==> config.mk <==
export PLATFORM = sky130hd
export DESIGN_NAME = writeback_arbiter
export DESIGN_NICKNAME = d
export VERILOG_FILES = /design/src/rtl/writeback_arbiter.sv
export SDC_FILE = /design/constraint.sdc
export NUM_CORES = 1
export LEC_CHECK = 0
export BUFFER_PORTS_ARGS = -buffer_cell sky130_fd_sc_hd__buf_2
export CAP_MARGIN = 10
export CORE_ASPECT_RATIO = 0.75
export CORE_MARGIN = 3
export CORE_UTILIZATION = 41
export DETAILED_ROUTE_END_ITERATION = 8
export PLACE_DENSITY = 0.74
export REMOVE_ABC_BUFFERS = 1
export SYNTH_ARGS = -nofsm -noshare
export SYNTH_HDL_FRONTEND = slang
export SYNTH_SLANG_ARGS = --single-unit
==> constraint.sdc <==
create_clock -name clock -period 1.69 [get_ports clock]
set_input_delay 0.338 -clock clock [delete_from_list [all_inputs] [get_ports clock]]
set_output_delay 0.338 -clock clock [all_outputs]
set_load 0.02 [all_outputs]
==> src/rtl/writeback_arbiter.sv <==
// Arbitrates the register bank's single write port between the ALU and load
// writeback sources: memory first, with a starvation override for the ALU.
module writeback_arbiter #(
  parameter int DATA_WIDTH   = 64,
  parameter int ADDR_WIDTH   = 6,
  parameter int STARVE_LIMIT = 3,
  parameter int ZERO_REG     = 31
) (
  input  logic                  clock,
  input  logic                  reset,
  input  logic                  alu_valid,
  input  logic [4:0]            alu_dest,
  input  logic [DATA_WIDTH-1:0] alu_data,
  output logic                  alu_ready,
  input  logic                  mem_valid,
  input  logic [4:0]            mem_dest,
  input  logic [DATA_WIDTH-1:0] mem_data,
  output logic                  mem_ready,
  output logic                  write,
  output logic [ADDR_WIDTH-1:0] write_addr,
  output logic [DATA_WIDTH-1:0] write_data,
  output logic [15:0]           collision_count
);

  localparam logic [0:0] MEM_PRI   = 1'b0;
  localparam logic [0:0] ALU_PRI   = 1'b1;
  localparam logic [3:0] WAIT_MAX  = 4'(STARVE_LIMIT);
  localparam logic [4:0] ZERO_DEST = 5'(ZERO_REG);

  function automatic logic [3:0] sat_wait_inc(input logic [3:0] v);
    return (v >= WAIT_MAX) ? WAIT_MAX : v + 4'd1;
  endfunction

  function automatic logic [15:0] sat_count_inc(input logic [15:0] v);
    return (v == 16'hFFFF) ? v : v + 16'd1;
  endfunction

  logic [0:0]            state_q;
  logic [0:0]            state_next;
  logic [3:0]            alu_wait_q;
  logic [3:0]            alu_wait_next;
  logic [15:0]           collision_q;
  logic                  alu_grant;
  logic                  mem_grant;
  logic                  vld_p0;
  logic [4:0]            dest_p0;
  logic [DATA_WIDTH-1:0] data_p0;
  logic                  vld_p1;
  logic [ADDR_WIDTH-1:0] addr_p1;
  logic [DATA_WIDTH-1:0] data_p1;

  // Stage p0: combinational grant and source select
  always_comb begin
    alu_grant = 1'b0;
    mem_grant = 1'b0;
    if (!reset) begin
      if (state_q == ALU_PRI) begin
        if (alu_valid)      alu_grant = 1'b1;
        else if (mem_valid) mem_grant = 1'b1;
      end else begin
        if (mem_valid)      mem_grant = 1'b1;
        else if (alu_valid) alu_grant = 1'b1;
      end
    end
  end

  assign alu_ready = alu_grant;
  assign mem_ready = mem_grant;
  assign vld_p0    = alu_grant | mem_grant;
  assign dest_p0   = alu_grant ? alu_dest : mem_dest;
  assign data_p0   = alu_grant ? alu_data : mem_data;

  always_comb begin
    alu_wait_next = alu_wait_q;
    if (alu_grant)      alu_wait_next = 4'd0;
    else if (alu_valid) alu_wait_next = sat_wait_inc(alu_wait_q);
  end

  // Priority flips on the same edge the wait count reaches the limit, so the
  // ALU is granted in the very next cycle.
  always_comb begin
    state_next = state_q;
    if (state_q == ALU_PRI) begin
      if (alu_grant) state_next = MEM_PRI;
    end else if (alu_wait_next == WAIT_MAX) begin
      state_next = ALU_PRI;
    end
  end

  // Stage p1: registered bank write port and control state
  always_ff @(posedge clock) begin
    if (reset) begin
      state_q     <= MEM_PRI;
      alu_wait_q  <= 4'd0;
      collision_q <= 16'd0;
      vld_p1      <= 1'b0;
      addr_p1     <= '0;
      data_p1     <= '0;
    end else begin
      state_q    <= state_next;
      alu_wait_q <= alu_wait_next;
      if (alu_valid && mem_valid) collision_q <= sat_count_inc(collision_q);
      vld_p1 <= vld_p0 && (dest_p0 != ZERO_DEST);
      if (vld_p0 && (dest_p0 != ZERO_DEST)) begin
        addr_p1 <= {{(ADDR_WIDTH-5){1'b0}}, dest_p0};
        data_p1 <= data_p0;
      end
    end
  end

  assign write           = vld_p1;
  assign write_addr      = addr_p1;
  assign write_data      = data_p1;
  assign collision_count = collision_q;

endmodule

=== Word-level counts from Yosys, hierarchy flattened ===
Cells that the tools add are included.
W data, S select, Z words.

* Bits in registers: 91
* Input bits: 142
* Output and inout port bits: 89

* Add/subtract/negate cells: 2
* $lt $le $gt $ge: 1
* Eq/ne operators: 3
* Mux-type cells: 16
* Bitwise operators: 2
* Reduce and logical (&&, ||, !) cells: 3

{| class="wikitable"
|+ Operator list
! kind !! number
|-
| $mux W64 || 1
|-
| $add A16 B1 Y16 const B || 1
|-
| $eq A16 B16 Y1 const B || 1
|-
| $mux W4 || 3
|-
| $mux W1 || 11
|-
| $mux W5 || 1
|-
| $ne A5 B5 Y1 const B || 1
|-
| $add A4 B1 Y4 const B || 1
|-
| $eq A4 B2 Y1 const B || 1
|-
| $ge A4 B2 Y1 const B || 1
|-
| $logic_and A1 B1 Y1 || 2
|-
| $reduce_and A2 Y1 || 1
|-
| $not A1 Y1 || 1
|-
| $or A1 B1 Y1 || 1
|}

=== Depth between registers and ports, before layout ===
Gate-level depths: netlist (run 1).

* Depth after elaboration: 8
* Gate-level depth with buffers: 7
* Gate-level depth less buffers: 5

=== Worst setup path after synthesis (run 1) ===
Ideal clock, no wire load.

* Kind: reg-to-reg
* Start: register collision_q[0] (netlist: collision_count[0])
* End: register collision_q[10] (netlist: collision_count[10])
* Setup time: 0.070 ns
* Arrival: 1.843 ns
* Required time: 1.620 ns
* Path slack: -0.224 ns
* Cell stages (with the launch flop): 7
* Period minus slack after synthesis: 1.914 ns
* Cells stage by stage: dfxtp_1 -> ha_1 -> nand3_4 -> or3_1 -> clkbuf_2 -> or4_1 -> a21oi_1

* Word-level cells in the longest chain between the ends: 3
* Elaborated cells on any way between the ends: 4
* Classes of those cells: 1 x add/sub; 1 x eq/ne; 1 x bitwise; 1 x reduce/logical

{| class="wikitable"
|+ RTL lines
! item !! RTL line !! source
|-
| start, declared || 42 || <nowiki>logic [15:0] collision_q;</nowiki>
|-
| start signal, assigned || 102 || <nowiki>if (alu_valid && mem_valid) collision_q <= sat_count_inc(collision_q);</nowiki>
|-
| parallel branches: the longest is 3 deep, another holds $add A16 B1 Y16 || - ||
|}

Several ways; the timed one is not identified.
A chain may end at the register's enable or synchronous reset.

=== Worst setup path in the final report (run 1) ===
* Start: register collision_q[1] (netlist: collision_count[1])
* End: register collision_q[9] (netlist: collision_count[9])

Same word-level chain as after synthesis.

==> metrics.json, run 1 <==
{
  "yosys": {
    "postSynthRegisterBits": 91,
    "synth.distinct_cells": 46,
    "synth_flop_cell": "sky130_fd_sc_hd__dfxtp_1",
    "syn_inst": 456,
    "synthDominantAreaCellType": "sky130_fd_sc_hd__dfxtp_1",
    "synth_mux_area_frac": 0.156,
    "yosysTopAreaCellShare": 0.403,
    "dominant_combinational_cell_family_by_area_after_synthesis": "compound AO/OA/AOI/OAI gates",
    "post_synth_and_or_nand_nor_area_fraction": 0.0751,
    "synth-edff-count": 0,
    "synth_compound_area_frac": 0.298,
    "synthMostInstantiatedCell": "sky130_fd_sc_hd__dfxtp_1",
    "share_of_flip_flops_with_an_asynchronous_set_or_reset": 0,
    "synthAdderAreaFrac": 0.00554,
    "seq_area_frac_synth": 0.403,
    "synth_commonest_cells": "91 x sky130_fd_sc_hd__dfxtp_1, 67 x sky130_fd_sc_hd__mux2i_1, 66 x sky130_fd_sc_hd__a211oi_1, 66 x sky130_fd_sc_hd__a221oi_1, 41 x sky130_fd_sc_hd__clkbuf_1",
    "ys.warnings.count": 0,
    "share_of_the_synthesized_netlist_area_taken_by_xor_and_xnor_gates": 0,
    "post_synth_instance_area_um2": 4520,
    "syn-mean-instance-area_um2": 9.91,
    "netlist_top_cells_area": "sky130_fd_sc_hd__dfxtp_1 40%, sky130_fd_sc_hd__mux2i_1 15%, sky130_fd_sc_hd__a221oi_1 13%"
  },
  "pwr": {
    "power_density_nw_per_um2": 851,
    "share_seq_of_total_power": 0.436,
    "power.total_mw": 5.52,
    "power.combinational.fraction": 0.233,
    "power_leakage_nw": 3.19,
    "total_switching_power_mw": 1.60,
    "p_sw_frac": 0.290,
    "cellInternalPower_mw": 3.92,
    "clock_power_share": 0.331,
    "ir_drop_uv": 529
  },
  "floorplan": {
    "coreArea_um2": 10500,
    "fp.dieW_um": 127,
    "num_io_pins": 231,
    "rows": 32,
    "fp.dieH_um": 96.9,
    "die-area_um2": 12300,
    "initial_utilization": 0.431
  },
  "finish": {
    "n_fill_cell": 888,
    "utilization": 0.618,
    "synthToLayoutAreaGrowth_pct": 43.4,
    "finish.net_count": 830,
    "antenna-diode-count": 0,
    "drive_above_1_share": 0.459
  },
  "sta": {
    "worst_slack_on_hold_paths_ns": 0.296,
    "grt_setup_unrepaired": "true",
    "report.final.setup_viol": 0,
    "achievable-frequency_mhz": 592,
    "period_share": 0.999,
    "finalHoldViolations": 0,
    "slew_violations": 0,
    "clock-skew-final_ns": 0.00410,
    "worst_slew_pin_slew_ns": 0.535,
    "timing.final.crit_period_ns": 1.69,
    "relSlewSlack": 0.643
  },
  "route": {
    "viasPerCell": 5.91,
    "routed_wire_length_per_instance_um": 18.4,
    "wirelength_mm": 15.2,
    "first_iter_violations": 269,
    "ant_nets_after_route": 0,
    "firstDrtPassIters": 4,
    "route.detailed.drc": 0,
    "dr_total_vias": 4883
  },
  "cts": {
    "clk_transition_reported_paths_ns": 0.06,
    "maximum_root_to_sink_buffer_count": 2,
    "number_of_buffers_added_by_the_clock_tree_synthesis_step": 9,
    "worst_skew_pair.late_latency_ns": 0.34,
    "clock_sinks": 91,
    "cell_at_the_root_of_the_clock_tree": "sky130_fd_sc_hd__clkbuf_16",
    "htree_levels": 3,
    "holdBufCountCts": 0,
    "tritoncts": "built"
  },
  "place": {
    "dp_hpwl_mm": 10.6,
    "port_buffers": 229,
    "place.gp.congestion": 0.817
  },
  "setup_path": {
    "critical_path_arrival_ns": 1.96,
    "critical_path.max_stage_delay_ns": 0.56,
    "startpoint_type": "register",
    "r2r_setup_slack_ns": 0.002,
    "crit_type": "reg2reg",
    "cpMaxStageDelayCell": "sky130_fd_sc_hd__or4_4",
    "worstPathRequired_ns": 1.96,
    "endpoint_kind": "register",
    "cp_cell_sequence": "buf_4, and4_4, nand4_1, or4_4, a21oi_2",
    "top_fanout_value_on_the_critical_path": 7
  },
  "run": {
    "timing.max_cap.violations": 0
  },
  "global_route": {
    "total_gr_overflow": 0,
    "grt_antenna_before_repair": 0,
    "global_route.usage.total": 0.232,
    "wire_length_of_the_first_global_routing_pass_mm": 23.7,
    "maximum_number_of_pins_on_one_net_before_global_route_repair": 47,
    "vias_in_the_first_global_route": 4696
  },
  "outcome": {
    "run_status": "finished, final reports clean"
  },
  "hold_path": {
    "hold_class": "in2reg"
  }
}
## layout make-up
type / instances / area (µm²) / area share
Clock inverter: 3 / 15.0 / 0.00232
Sequential cell: 91 / 1830 / 0.283
Multi-Input combinational cell: 300 / 2500 / 0.385
Clock buffer: 12 / 246 / 0.0380
Timing Repair Buffer: 276 / 1690 / 0.260
Tap cell: 136 / 170 / 0.0263
Inverter: 8 / 32.5 / 0.00502
## cell families (layout without fill, tap and decap cells)
logic type	count (synthesis)	count (layout)
compound gates	170	170
fa+ha+maj	2	2
buf+inv	65	299
flops	91	91
mux	70	70
other cells	1	1
simple gates	57	57
## metrics by stage
step / instances / setup WS [ns] / setup TNS (ns) / cell area [µm²]
global route: 826 / -0.0562 / -0.0913 / 6480
finish: 826 / 0.00215 / 0 / 6480
global placement: 804 / 0.00279 / 0 / 6030
floorplan: 399 / -4.60 / -324.36 / 4270
detailed placement: 804 / -0.0863 / -0.430 / 6030
CTS: 823 / 0.00748 / 0 / 6400
## path summary, 6_finish.rpt
kind / depth (start not counted) / start / to
worst max-delay path: 5 / collision_count[1]$_SDFFE_PP0P_ / collision_count[9]$_SDFFE_PP0P_
worst min-delay path: 2 / alu_dest[3] / write_addr[3]$_SDFFE_PP0P_
worst max register to register: 5 / collision_count[1]$_SDFFE_PP0P_ / collision_count[9]$_SDFFE_PP0P_
worst min register to register: 1 / alu_wait_q[3]$_SDFF_PP0_ / alu_wait_q[3]$_SDFF_PP0_
## sequential cells by signal, indices dropped and copies added (netlist names)
register         count
alu_wait_q           4
collision_count     16
write_addr           5
write                1
state_q              1
write_data          64
## power by group through the flow
| stage | Clock (mW) | Sequential [mW] | Combinational (mW) |
|---|---|---|---|
| final | 1.82 | 2.40 | 1.29 |
| after global routing | 1.96 | 2.42 | 1.38 |
| after CTS | 1.86 | 2.40 | 1.29 |
| after detailed placement | 0 | 2.44 | 1.25 |
| after global placement | 0 | 2.44 | 1.22 |
| after floorplan | 0 | 2.64 | 0.492 |
## critical path, delay by kind of cell (launching register included)
kind                   cells  cell delay [ns]
and+or+nand+nor            3             1.02
AOI/OAI and AO/OA          1             0.13
buffers and inverters      1             0.13
DFF                        1             0.35
## cell usage in the layout (no fill, tap or decap), types with 3 or more instances in the layout
master and n:
sky130_fd_sc_hd__nand4_1 5, sky130_fd_sc_hd__nor3b_1 3, sky130_fd_sc_hd__buf_2 227, sky130_fd_sc_hd__a221oi_1 66, sky130_fd_sc_hd__nand2_1 9, sky130_fd_sc_hd__o21ai_0 3
sky130_fd_sc_hd__mux2i_1 67, sky130_fd_sc_hd__clkinv_2 3, sky130_fd_sc_hd__dfxtp_1 85, sky130_fd_sc_hd__buf_4 35, sky130_fd_sc_hd__or3_1 3, sky130_fd_sc_hd__clkbuf_16 9
sky130_fd_sc_hd__buf_12 10, sky130_fd_sc_hd__nor2_1 11, sky130_fd_sc_hd__or4_1 3, sky130_fd_sc_hd__dfxtp_2 5, sky130_fd_sc_hd__nor2b_1 3, sky130_fd_sc_hd__a211oi_1 66
sky130_fd_sc_hd__o31ai_1 5, sky130_fd_sc_hd__inv_1 6, sky130_fd_sc_hd__a21oi_1 12
## routing by layer
layer / vias to the layer above / track usage / part of all wire
li1: 2308 / - / -
met1: 2333 / 0.297 / 0.41
met2: 223 / 0.396 / 0.51
met3: 19 / 0.0497 / 0.073
met4: 0 / 0.0602 / 0.015
met5: - / 0 / 0
## repair_timing
item                                    CTS  global route
endpoints found under the setup margin    5            12
resized for setup                         8            17
hold endpoints to repair                  0             0
pin swaps                                 2             5
cloned                                    2             0
buffers inserted                          2             3
Note: power is estimated with default switching activity, not from simulation.
==> run 2, diff against run 1 <==
Settings changed: CORE_UTILIZATION 41 to 46, PLACE_DENSITY 0.74 to 0.79.
Clock period 1.69 ns to 1.6 ns, I/O delays scaled along.
==> run 2 against run 1 <==
Net effect:
- the run now ends with setup timing left
- highest routed layer unchanged
- cell count is 0.61% higher
- die area shrank 10%
- clock skew grew 0.0014 ns
==> metrics.json, run 2 (synthesized netlist as in run 1, its figures left out) <==
{
  "finish": {
    "finish.net_count": {"value": 842, "change": "+1.4%"},
    "n_fill_cell": {"value": 765, "change": "-14%"},
    "utilization": {"value": 0.713, "change": "+0.0956"},
    "largest_register_ff_count": {"value": 64, "change": "unchanged"},
    "final_design_area_no_fill": {"value": 6640, "unit": "µm²", "change": "+2.5%"},
    "mostFrequentLayoutCell": "sky130_fd_sc_hd__buf_2",
    "antenna-diode-count": {"value": 0, "change": "unchanged"},
    "synthToLayoutAreaGrowth_pct": 47.0,
    "drive_above_1_share": {"value": 0.478, "change": "+0.0185"},
    "highest_count_cells_in_the_layout_ignoring_fill_and_taps": "227 x sky130_fd_sc_hd__buf_2, 85 x sky130_fd_sc_hd__dfxtp_1, 66 x sky130_fd_sc_hd__mux2i_1, 66 x sky130_fd_sc_hd__a211oi_1, 63 x sky130_fd_sc_hd__a221oi_1"
  },
  "route": {
    "route.detailed.drc": {"value": 0, "change": "unchanged"},
    "first_iter_violations": {"value": 386, "change": "+43%"},
    "routed_wire_length_per_instance": {"value": 17.9, "unit": "µm", "change": "-2.6%"},
    "wirelength": {"value": 14.9, "unit": "mm", "change": "-2.0%"},
    "dr_total_vias": {"value": 5003, "change": "+2.5%"},
    "ant_nets_after_route": {"value": 0, "change": "unchanged"},
    "viasPerCell": {"value": 6.02, "change": "+1.8%"},
    "firstDrtPassIters": {"value": 5, "change": "+1"}
  },
  "floorplan": {
    "fp.dieH": {"value": 91.8, "unit": "µm", "change": "-5.2%"},
    "coreArea": {"value": 9310, "unit": "µm²", "change": "-11%"},
    "die-area": {"value": 11100, "unit": "µm²", "change": "-10%"},
    "rows": {"value": 30, "change": "-6.3%"},
    "initial_utilization": {"value": 0.485, "change": "+0.0546"},
    "fp.dieW": {"value": 120, "unit": "µm", "change": "-5.3%"},
    "num_io_pins": {"value": 231, "change": "unchanged"}
  },
  "setup_path": {
    "critical_path_arrival": {"value": 1.88, "unit": "ns", "change": "-0.08 ns"},
    "crit_type": "reg2reg",
    "endpoint_kind": "register",
    "top_fanout_value_on_the_critical_path": {"value": 6, "change": "-1"},
    "startpoint_type": "register",
    "worstPathRequired": {"value": 1.86, "unit": "ns", "change": "-0.10 ns"}
  },
  "pwr": {
    "power.combinational.fraction": {"value": 0.224, "change": "-0.009"},
    "clock_power_share": {"value": 0.362, "change": "+0.031"},
    "power.total": {"value": 6.13, "unit": "mW", "change": "+11%"},
    "total_switching_power": {"value": 1.69, "unit": "mW", "change": "+5.8%"},
    "power_density": {"value": 924, "unit": "nW/µm²", "change": "+8.5%"},
    "p_sw_frac": {"value": 0.276, "change": "-0.0141"},
    "power_leakage": {"value": 3.25, "unit": "nW", "change": "+2.0%"},
    "share_seq_of_total_power": {"value": 0.414, "change": "-0.022"},
    "ir_drop": {"value": 678, "unit": "µV", "change": "+28%"},
    "cellInternalPower": {"value": 4.44, "unit": "mW", "change": "+13%"}
  },
  "cts": {
    "holdBufCountCts": {"value": 0, "change": "unchanged"},
    "cell_at_the_root_of_the_clock_tree": "sky130_fd_sc_hd__clkbuf_16",
    "clk_transition_reported_paths": {"value": 0.07, "unit": "ns", "change": "about the same"},
    "maximum_root_to_sink_buffer_count": {"value": 2, "change": "unchanged"},
    "clock_sinks": {"value": 91, "change": "unchanged"},
    "htree_levels": {"value": 3, "change": "unchanged"},
    "tritoncts": "built",
    "number_of_buffers_added_by_the_clock_tree_synthesis_step": {"value": 9, "change": "unchanged"},
    "worst_skew_pair.late_latency": {"value": 0.33, "unit": "ns", "change": "about the same"}
  },
  "sta": {
    "report.final.setup_viol": {"value": 3, "change": "+3"},
    "finalHoldViolations": {"value": 0, "change": "unchanged"},
    "achievable-frequency": {"value": 617, "unit": "MHz", "change": "+4.2%"},
    "timing.final.crit_period": {"value": 1.62, "unit": "ns", "change": "-0.0676 ns"},
    "relSlewSlack": {"value": 0.618, "change": "-0.0256"},
    "period_share": {"value": 1.01, "change": "+0.0139"},
    "worst_slew_pin_slew": {"value": 0.574, "unit": "ns", "change": "+0.0384 ns"},
    "layout_setup_ws": {"value": -0.0203, "unit": "ns", "change": "-0.0224 ns"},
    "slew_violations": {"value": 0, "change": "unchanged"},
    "grt_setup_unrepaired": "true",
    "clock-skew-final": {"value": 0.00548, "unit": "ns", "change": "+0.00138 ns"}
  },
  "global_route": {
    "global_route.usage.total": {"value": 0.255, "change": "+0.0232"},
    "grt_antenna_before_repair": {"value": 0, "change": "unchanged"},
    "maximum_number_of_pins_on_one_net_before_global_route_repair": {"value": 51, "change": "+8.5%"},
    "total_gr_overflow": {"value": 0, "change": "unchanged"},
    "vias_in_the_first_global_route": {"value": 4659, "change": "-0.79%"},
    "wire_length_of_the_first_global_routing_pass": {"value": 23.2, "unit": "mm", "change": "-2.0%"}
  },
  "hold_path": {
    "hold_class": "in2reg"
  },
  "place": {
    "dp_hpwl": {"value": 10.5, "unit": "mm", "change": "-0.52%"},
    "port_buffers": {"value": 229, "change": "unchanged"},
    "place.gp.congestion": {"value": 0.895, "change": "+9.5%"},
    "detailed_place.area": {"value": 6090, "unit": "µm²", "change": "+0.91%"}
  },
  "outcome": {
    "run_status": "finished with violations",
    "failed_checks": "setup timing"
  },
  "run": {
    "timing.max_cap.violations": {"value": 0, "change": "unchanged"}
  }
}
## run 2: cell count changes in the layout (fill, tap and decap cells not counted), sizes merged
cell | before | now
bufbuf | 2 | 1
clkinvlp | 0 | 2
buf | 274 | 287
inv | 8 | 7
bufinv | 0 | 2
clkinv | 3 | 1
## run 2: power groups by stage
stage                     clock [mW]  combinational, mW  sequential (mW)
final                           2.22               1.37             2.54
after CTS                       2.27               1.36             2.54
after global placement             0               1.29             2.58
after global routing            2.36               1.48             2.56
after detailed placement           0               1.32             2.58
after floorplan                    0              0.520             2.79
## run 2: timing repair
item                                    4_1_cts  5_1_grt
endpoints found under the setup margin       10       22
gates resized for setup                      15       14
pin swaps                                     5        3
gates cloned                                  1        0
buffers inserted                              6        5
## run 2: path summary, 6_finish.rpt
| path | startpoint | to | slack [ns] | cells after the start |
|---|---|---|---|---|
| max | collision_count[1]$_SDFFE_PP0P_ | collision_count[10]$_SDFFE_PP0P_ | -0.02 | 5 |
| max reg2reg | collision_count[1]$_SDFFE_PP0P_ | collision_count[10]$_SDFFE_PP0P_ | -0.02 | 5 |
| min reg2reg | alu_wait_q[3]$_SDFF_PP0_ | alu_wait_q[3]$_SDFF_PP0_ | 0.50 | 1 |
| min | alu_dest[1] | write_addr[1]$_SDFFE_PP0P_ | 0.29 | 2 |
## run 2: worst max-delay path, stage by stage (launching register included)
cell	delay [ns]
sky130_fd_sc_hd__dfxtp_2	0.36
sky130_fd_sc_hd__ha_4	0.15
sky130_fd_sc_hd__nand3_4	0.08
sky130_fd_sc_hd__or3_4	0.41
sky130_fd_sc_hd__or4_4	0.43
sky130_fd_sc_hd__a21oi_2	0.13
## run 2: per-layer routing
layer  wire length [µm]  global-route usage  vias to the layer above
met5                  0                   0                        -
met4                203              0.0670                        0
met3               1210              0.0530                       18
met2               7500               0.435                      258
met1               5960               0.330                     2392
li1                   -                   -                     2335
## run 2: layout make-up
| class | count | area [µm²] | area share |
|---|---|---|---|
| repair buffers | 288 | 1770 | 0.267 |
| inverters | 8 | 35.0 | 0.00528 |
| flip-flops and latches | 91 | 1830 | 0.276 |
| clock buffers | 12 | 236 | 0.0356 |
| well taps | 128 | 160 | 0.0241 |
| multi-input cells | 300 | 2530 | 0.381 |
| clock inverters | 4 | 75.1 | 0.0113 |
## run 2: per-stage QoR
stage          cells  hold slack, ns  TNS (ns)  setup slack, ns
6_report         831           0.288   -0.0418          -0.0203
5_1_grt          831           0.282    -0.518          -0.0655
4_1_cts          826           0.277  -0.00741         -0.00430
3_5_place_dp     803           0.488     -1.97           -0.144
3_3_place_gp     803           0.480    -0.160          -0.0782
2_1_floorplan    399           0.389   -331.49            -4.69
==> run 3, diff against run 2 <==
Settings changed: CELL_PAD_IN_SITES_DETAIL_PLACEMENT set to 0, CELL_PAD_IN_SITES_GLOBAL_PLACEMENT set to 1, CORE_UTILIZATION 46 to 33, CTS_CLUSTER_SIZE set to 30, PLACE_DENSITY 0.79 to 0.78.
==> run 3 against run 2 <==
Net effect:
- the run still ends with setup timing left
- cell count grew 7.2%
- largest cell class unchanged
- clock-buffer cell count shrank 2
- setup slack lost 0.033 ns
==> metrics.json, run 3 (synthesized netlist as in run 1, its figures left out) <==
{
  "global_route": {
    "vias_in_the_first_global_route": {"value": 4710, "change": "+1.1%"},
    "total_gr_overflow": {"value": 0, "change": "unchanged"},
    "maximum_number_of_pins_on_one_net_before_global_route_repair": {"value": 56, "change": "+9.8%"},
    "grt_antenna_before_repair": {"value": 0, "change": "unchanged"},
    "global_route.usage.total": {"value": 0.198, "change": "-0.0570"},
    "wire_length_of_the_first_global_routing_pass": {"value": 24.3, "unit": "mm", "change": "+4.7%"}
  },
  "hold_path": {
    "hp-start": "alu_dest[3]",
    "hold_class": "in2reg"
  },
  "sta": {
    "worst_slack_on_hold_paths": {"value": 0.276, "unit": "ns", "change": "-0.0122 ns"},
    "report.final.setup_viol": {"value": 5, "change": "+2"},
    "timing.final.crit_period": {"value": 1.65, "unit": "ns", "change": "+0.0330 ns"},
    "worst_slew_pin_slew": {"value": 0.788, "unit": "ns", "change": "+0.214 ns"},
    "relSlewSlack": {"value": 0.475, "change": "-0.143"},
    "grt_setup_unrepaired": "true",
    "period_share": {"value": 1.03, "change": "+0.0206"},
    "clock-skew-final": {"value": 0.0102, "unit": "ns", "change": "+0.00470 ns"},
    "layout_setup_ws": {"value": -0.0532, "unit": "ns", "change": "-0.0330 ns"},
    "slew_violations": {"value": 0, "change": "unchanged"},
    "achievable-frequency": {"value": 605, "unit": "MHz", "change": "-2.0%"},
    "finalHoldViolations": {"value": 0, "change": "unchanged"}
  },
  "run": {
    "timing.max_cap.violations": {"value": 0, "change": "unchanged"}
  },
  "cts": {
    "cell_at_the_root_of_the_clock_tree": "sky130_fd_sc_hd__clkbuf_16",
    "tritoncts": "built",
    "maximum_root_to_sink_buffer_count": {"value": 2, "change": "unchanged"},
    "clk_transition_reported_paths": {"value": 0.07, "unit": "ns", "change": "about the same"},
    "clock_sinks": {"value": 91, "change": "unchanged"},
    "worst_skew_pair.late_latency": {"value": 0.35, "unit": "ns", "change": "+0.02 ns"},
    "number_of_buffers_added_by_the_clock_tree_synthesis_step": {"value": 9, "change": "unchanged"},
    "holdBufCountCts": {"value": 0, "change": "unchanged"},
    "htree_levels": {"value": 3, "change": "unchanged"}
  },
  "setup_path": {
    "setup.worst_path.end": "collision_count[15]$_SDFFE_PP0P_",
    "worst_setup_path_startpoint": "collision_count[1]$_SDFFE_PP0P_",
    "top_fanout_value_on_the_critical_path": {"value": 5, "change": "-1"},
    "regToRegEndpoint": "collision_count[15]$_SDFFE_PP0P_",
    "endpoint_kind": "register",
    "critical_path_arrival": {"value": 1.87, "unit": "ns", "change": "about the same"},
    "startpoint_type": "register",
    "crit_type": "reg2reg",
    "reg2regPathDepth": {"value": 6, "change": "+1"},
    "worstPathRequired": {"value": 1.82, "unit": "ns", "change": "-0.04 ns"},
    "worst_r2r_startpoint": "collision_count[1]$_SDFFE_PP0P_",
    "r2r_setup_slack": {"value": -0.05, "unit": "ns", "change": "-0.03 ns"}
  },
  "floorplan": {
    "fp.dieH": {"value": 107, "unit": "µm", "change": "+17%"},
    "rows": {"value": 36, "change": "+20%"},
    "die-area": {"value": 15100, "unit": "µm²", "change": "+37%"},
    "fp.dieW": {"value": 141, "unit": "µm", "change": "+17%"},
    "initial_utilization": {"value": 0.342, "change": "-0.143"},
    "num_io_pins": {"value": 231, "change": "unchanged"},
    "coreArea": {"value": 13200, "unit": "µm²", "change": "+42%"}
  },
  "place": {
    "port_buffers": {"value": 229, "change": "unchanged"},
    "place_inst": {"value": 850, "change": "+5.9%"},
    "dp_hpwl": {"value": 11.3, "unit": "mm", "change": "+7.6%"},
    "place.gp.congestion": {"value": 0.790, "change": "-12%"}
  },
  "outcome": {
    "failed_checks": "setup timing",
    "run_status": "finished with violations"
  },
  "finish": {
    "final_cell_count_no_fill": {"value": 891, "change": "+7.2%"},
    "mostFrequentLayoutCell": "sky130_fd_sc_hd__buf_2",
    "drive_above_1_share": {"value": 0.603, "change": "+0.125"},
    "synthToLayoutAreaGrowth_pct": 65.2,
    "antenna-diode-count": {"value": 0, "change": "unchanged"},
    "largest_register_ff_count": {"value": 64, "change": "unchanged"},
    "finish.net_count": {"value": 859, "change": "+2.0%"},
    "highest_count_cells_in_the_layout_ignoring_fill_and_taps": "227 x sky130_fd_sc_hd__buf_2, 82 x sky130_fd_sc_hd__dfxtp_1, 66 x sky130_fd_sc_hd__mux2i_1, 47 x sky130_fd_sc_hd__buf_4, 40 x sky130_fd_sc_hd__a211oi_2"
  },
  "route": {
    "first_iter_violations": {"value": 207, "change": "-46%"},
    "routed_wire_length_per_instance": {"value": 19.3, "unit": "µm", "change": "+7.8%"},
    "route.detailed.drc": {"value": 0, "change": "unchanged"},
    "dr_total_vias": {"value": 4951, "change": "-1.0%"},
    "wirelength": {"value": 17.2, "unit": "mm", "change": "+16%"},
    "firstDrtPassIters": {"value": 4, "change": "-1"},
    "viasPerCell": {"value": 5.56, "change": "-7.7%"},
    "ant_nets_after_route": {"value": 0, "change": "unchanged"}
  },
  "pwr": {
    "ir_drop": {"value": 528, "unit": "µV", "change": "-22%"},
    "power.total": {"value": 6.43, "unit": "mW", "change": "+4.9%"},
    "power_density": {"value": 862, "unit": "nW/µm²", "change": "-6.7%"},
    "power_leakage": {"value": 3.51, "unit": "nW", "change": "+8.1%"}
  }
}
-- run 3: worst min path at each step --
| stage | to | slack (ns) | depth (start not counted) |
|---|---|---|---|
| floorplan | collision_count[10]$_SDFFE_PP0P_ | 0.39 | 1 |
| global placement | alu_wait_q[3]$_SDFF_PP0_ | 0.48 | 1 |
| detailed placement | alu_wait_q[2]$_SDFF_PP0_ | 0.50 | 1 |
| CTS | write_addr[1]$_SDFFE_PP0P_ | 0.25 | 2 |
| global route | write_addr[2]$_SDFFE_PP0P_ | 0.27 | 2 |
| finish | write_addr[3]$_SDFFE_PP0P_ | 0.28 | 2 |
-- run 3: layer usage --
layer,vias up,part of all wire,GRT usage
li1,2388,-,-
met1,2386,0.43,0.264
met2,156,0.51,0.333
met3,21,0.054,0.0426
met4,0,0.012,0.0408
met5,-,0,0
-- run 3: through the flow --
stage                     instance area, µm²  TNS (ns)   util  setup WS, ns
after floorplan                         4270   -331.49      -         -4.69
after global placement                  6160    -0.403  0.467       -0.0752
after detailed placement                6160     -1.70  0.467        -0.128
after CTS                               6620         0  0.502    0.00000711
after global routing                    7460    -0.890  0.566        -0.136
final                                   7460    -0.133  0.566       -0.0532
-- run 3: layout make-up --
type | count | area (µm²)
Tap cell | 171 | 214
Clock buffer | 10 | 239
Inverter | 8 | 35.0
Fill cell | 1153 | 5730
Multi-Input combinational cell | 301 | 3020
Timing Repair Buffer | 304 | 2050
Clock inverter | 6 | 66.3
Sequential cell | 91 | 1840
-- run 3: power by group --
part,switching (mW),total [mW],leakage (nW),internal (mW)
registers,0.123,2.56,0.755,2.44
logic,0.892,1.70,2.61,0.806
clock network,1.02,2.17,0.148,1.15
-- run 3: repair_timing --
item / 4_1_cts / 5_1_grt
cloned: 2 / 9
setup endpoints to repair: 12 / 59
gates resized for setup: 18 / 111
buffers inserted: 2 / 12
endpoints found under the hold margin: 0 / 0
pin swaps: 5 / 15
-- run 3: worst max-delay path, stage by stage (launching register included) --
cell                       delay (ns)
sky130_fd_sc_hd__dfxtp_2         0.36
sky130_fd_sc_hd__buf_6           0.10
sky130_fd_sc_hd__and4_4          0.20
sky130_fd_sc_hd__nand4_1         0.20
sky130_fd_sc_hd__buf_4           0.21
sky130_fd_sc_hd__o311ai_1        0.32
sky130_fd_sc_hd__o41ai_2         0.13
